## config.mk

```make
export PLATFORM = sky130hd
export DESIGN_NAME = updown_load_counter
export DESIGN_NICKNAME = d
export VERILOG_FILES = /design/src/rtl/counter_pkg.sv /design/src/rtl/counter_prescaler.sv /design/src/rtl/updown_load_counter.sv
export SDC_FILE = /design/constraint.sdc
export NUM_CORES = 1
export LEC_CHECK = 0
export CAP_MARGIN = 10
export CORE_AREA = 2 2 39 41
export DETAILED_ROUTE_END_ITERATION = 8
export DIE_AREA = 0 0 41 43
export HOLD_SLACK_MARGIN = 0.12
export PLACE_DENSITY = 0.62
export SYNTH_ARGS = -nofsm -noshare
export SYNTH_HDL_FRONTEND = slang
export SYNTH_SLANG_ARGS = --single-unit
```

## constraint.sdc

```tcl
create_clock -name clk -period 2.33 [get_ports clk]
set_input_delay 0.233 -clock clk [delete_from_list [all_inputs] [get_ports clk]]
set_output_delay 0.233 -clock clk [all_outputs]
set_load 0.01 [all_outputs]
```

## src/rtl/counter_pkg.sv

```systemverilog
// counter_pkg: shared encodings and the load-clamp helper for the counter family.
package counter_pkg;
    localparam logic DIR_UP   = 1'b1;
    localparam logic DIR_DOWN = 1'b0;
    localparam int unsigned MODE_WRAP = 0;
    localparam int unsigned MODE_SAT  = 1;
    function automatic logic [31:0] clamp_load(input logic [31:0] data, input logic [31:0] max);
        return (data > max) ? max : data;
    endfunction
endpackage

```

## src/rtl/counter_prescaler.sv

```systemverilog
// counter_prescaler: emits a tick on every PRESCALE-th enabled cycle; clr restarts the phase.
// Built only when UPDOWN_COUNTER_PRESCALE_EN is defined.
`ifdef UPDOWN_COUNTER_PRESCALE_EN
module counter_prescaler #(
    parameter int unsigned PRESCALE = 4
) (
    input  logic clk,
    input  logic rst,
    input  logic clr,
    input  logic en,
    output logic tick
);
    // A one-bit counter that never leaves 0 covers PRESCALE=1, making tick follow en.
    localparam int unsigned CW = (PRESCALE > 1) ? $clog2(PRESCALE) : 1;
    logic [CW-1:0] r_cnt;
    assign tick = en & (r_cnt == CW'(PRESCALE - 1));
    always_ff @(posedge clk) begin
        if (rst || clr)
            r_cnt <= '0;
        else if (tick)
            r_cnt <= '0;
        else if (en)
            r_cnt <= r_cnt + 1'b1;
    end
endmodule
`endif

```

## src/rtl/updown_load_counter.sv

```systemverilog
// updown_load_counter: loadable up/down counter over 0..MAX_VAL with wrap or saturate, tc and wrap flags.
// Defining UPDOWN_COUNTER_PRESCALE_EN adds a PRESCALE divider on the count enable.
module updown_load_counter
    import counter_pkg::*;
#(
    parameter int unsigned WIDTH    = 4,
    parameter int unsigned MAX_VAL  = (2**WIDTH) - 1,
    parameter int unsigned SATURATE = MODE_WRAP
`ifdef UPDOWN_COUNTER_PRESCALE_EN
    , parameter int unsigned PRESCALE = 4
`endif
) (
    input  logic             clk,
    input  logic             rst,
    input  logic             load,
    input  logic [WIDTH-1:0] data,
    input  logic             en,
    input  logic             up,
    output logic [WIDTH-1:0] dout,
    output logic             tc,
    output logic             wrap
);
    localparam logic [WIDTH-1:0] MAX = WIDTH'(MAX_VAL);
    logic [WIDTH-1:0] r_dout;
    logic             r_wrap;
    logic             w_tick;
    logic             w_at_bound;
`ifdef UPDOWN_COUNTER_PRESCALE_EN
    counter_prescaler #(.PRESCALE(PRESCALE)) u_prescaler (
        .clk  (clk),
        .rst  (rst),
        .clr  (load),
        .en   (en),
        .tick (w_tick)
    );
`else
    assign w_tick = en;
`endif
    assign w_at_bound = (up == DIR_UP) ? (r_dout == MAX) : (r_dout == '0);
    assign tc   = w_tick & ~load & w_at_bound;
    assign dout = r_dout;
    assign wrap = r_wrap;
    always_ff @(posedge clk) begin
        r_wrap <= 1'b0;
        if (rst)
            r_dout <= '0;
        else if (load)
            r_dout <= WIDTH'(clamp_load(32'(data), MAX_VAL));
        else if (w_tick) begin
            if (!w_at_bound)
                r_dout <= (up == DIR_UP) ? r_dout + 1'b1 : r_dout - 1'b1;
            else if (SATURATE == MODE_WRAP) begin
                r_dout <= (up == DIR_UP) ? '0 : MAX;
                r_wrap <= 1'b1;
            end
        end
    end
endmodule
```

==> flow_summary.yaml <==
run_status:
  status: "complete, no violations"
logic_synthesis:
  synth_xor_area_frac: 0.09556
  yosysSeqAreaShare: 0.2730
  synthAdderAreaFrac: 0.1229
  synth_top_cell_by_area: "dfxtp_1"
  synth_area_leaders: "dfxtp_1 (27%), a21oi_1 (8.2%), xnor2_1 (7.2%)"
  yosysMostFrequentCell: "a21oi_1"
  synth-simple-area-share: 0.2696
  synth_edf_count: 0
  muxShareOfSynthArea: 0
  synth-seq-cells: 5
  netlist.area_leader.share: 0.2730
  ys_types: 22
  synth_compound_area_frac: 0.1877
  synth_area_um2: 366.6
  synth_top_family_by_area: "simple AND/OR/NAND/NOR gates"
  syn_nets: 54
  ys.flop_type: "dfxtp_1"
  synthCells: 42
  async_flop_share: 0
  ys_warn_count: 0
  synth_area_per_cell_um2: 8.729
  yosys-top-cells-count: "a21oi_1 (6), dfxtp_1 (5), nor2_1 (5), nor3b_1 (3), xnor2_1 (3)"
setup_path:
  path_class: "register to primary output"
  worstSetupEndpointType: "primary output"
  critical_path_required_ns: 2.10
  crit_slowest_cell: "or4_4"
  r2r-start: "dout[1]"
  cp_cell_sequence: "or4_4 > nor2_4 > nor2b_1 > nor2_1 > clkdlybuf4s50_1"
  cp-start-kind: "register"
  critPathMaxStageDelay_ns: 0.55
  startpoint: "dout[3]"
  crit_fanout: 5
  arrival_ns: 1.95
cts:
  clock_sinks: 5
  root_buffer: "clkbuf_4"
  clk_latency_ns: 0.24
  cts-resized-gates: 0
  clockBufferDepth: 2
  post-cts-setup-buffers: 0
  path_clk_slew_ns: 0.04
  htreeDepth: 1
  cts_tree: "yes"
  cts_hold_buffers: 0
  cts-buffers-inserted: 3
power_and_ir_drop:
  power.share.switching: 0.2805
  seqPwrFrac: 0.330
  p_comb_frac: 0.347
  pwr-share-clk: 0.323
  intPower_mw: 0.2177
  max-vdd-ir-drop_uv: 361.7
  power_switching_mw: 0.08488
  cellPowerDensity_nw_per_um2: 536.1
  p_leak_nw: 0.2322
hold_path:
  worst_hold_path_type: "input port to register"
  hp-start: "rst"
cells_and_area:
  fin_nets: 75
  drive_above_1_share: 0.1613
  antenna_cells: 0
  areaGrowthSynthToFinish_pct: 53.92
  nFillCells: 141
  final-seq-area_um2: 100.1
  multi_input_comb_area_um2: 247.7
  final_util: 0.4078
sta:
  tns_ns: 0
  max_slew_margin: 0.8202
  rsz0062_at_grt: "no"
  maxSlewViolCount: 0
  tightest_slew_ns: 0.2689
  clock.fmax_mhz: 457.4
  finalCriticalPeriod_ns: 2.186
  hold_viol: 0
  finalSetupViolations: 0
  fin_skew_ns: 0.005152
  fin_crit_sh: 0.9383
route:
  wire_per_inst_um: 10.55
  drt_iter0_drc: 8
  firstDrtPassIters: 4
  postRouteAntennaNets: 0
  routed_wirelength_um: 823
  vias: 382
  drc: 0
  viasPerCell: 4.897
global_routing:
  antenna_found_initial: 0
  grt_max_degree: 10
  grt_pass1_vias: 355
  grt_overflow: 0
  grt_use_total: 0.1230
  grt_pass1_wl_um: 1469
floorplan:
  die_w_um: 41
  dieHeight_um: 43
  die_area_um2: 1763
  start_util: 0.2649
  std_cell_rows: 14
  core_area_um2: 1384
  pin_count: 15
placement:
  hpwl_um: 644.6
  portBuffers: 14
  routabilityCongestion: 0.7790
run:
  maxCapViolCount: 0
-- worst max-delay path: cells and delay by family (launching register included) --
family                 cells  cell delay, ns
buffers and inverters      1            0.54
DFF                        1            0.35
and+or+nand+nor            4            0.82
-- power groups by stage --
stage                     clock (mW)  combinational (mW)  sequential (mW)
after floorplan                    0              0.0535            0.107
after global placement             0               0.106            0.102
after detailed placement           0               0.105            0.102
final                         0.0976               0.105            0.100
after global routing           0.109               0.116            0.101
after CTS                      0.101               0.106            0.100
-- cells by family (layout without fill, tap and decap cells) --
logic type / Yosys count / in the layout
AO/OA/AOI/OAI: 11 / 11
XOR/XNOR: 4 / 4
flip-flops: 5 / 5
AND/OR/NAND/NOR: 16 / 16
buffers and inverters: 3 / 23
adder cells (fa/ha/maj): 3 / 3
-- placed cells by master (no fill, tap or decap) --
cell type,instances
nand2b_1,1
nor2b_1,1
nor3_1,1
and3_1,1
a311o_1,1
nor2_1,5
a21oi_2,1
xnor2_1,3
or2_2,1
clkdlybuf4s50_1,14
xor2_1,1
dfxtp_1,5
fa_1,1
nor2_4,1
clkbuf_4,3
nand3_1,1
inv_1,2
clkbuf_1,1
a21oi_1,6
buf_4,3
ha_1,2
a21o_1,1
o22ai_1,2
nor3b_1,3
or4_4,1
-- routing by layer --
layer	GRT usage	part of all wire	wire length, um
met1	0.1726	0.44	361
met5	0	0	0
met3	0.04712	0.10	82
met2	0.1688	0.46	380
met4	0.04000	0	0
-- state kept, by name, summed over array words and instances, names as in the netlist --
signal  count
dout        4
wrap        1
-- worst paths after layout --
check / cells past startpoint / endpoint / slack [ns]
max: 5 / tc / 0.14
min: 2 / dout[0] / 0.63
max reg2reg: 6 / dout[3] / 0.74
min reg2reg: 2 / dout[3] / 0.70
-- area by class of cell --
type,count,share of cell area
Timing Repair Buffer,17,0.2882
Tap cell,16,0.03548
Inverter,2,0.01330
Clock buffer,4,0.04656
Multi-Input combinational cell,34,0.4390
Sequential cell,5,0.1774
-- per-stage QoR --
stage	hold slack, ns	power [mW]	cell area (um2)	setup WS [ns]	std cells
2_1_floorplan	0.3054	0.1606	366.6	0.8057	42
3_3_place_gp	0.7108	0.2076	538.0	0.1647	74
3_5_place_dp	0.6982	0.2061	538.0	0.1841	74
4_1_cts	0.6341	0.3075	564.3	0.1257	78
5_1_grt	0.6576	0.3260	564.3	0.05868	78
6_report	0.6330	0.3025	564.3	0.1438	78
Note: power is estimated with default switching activity, not from simulation.
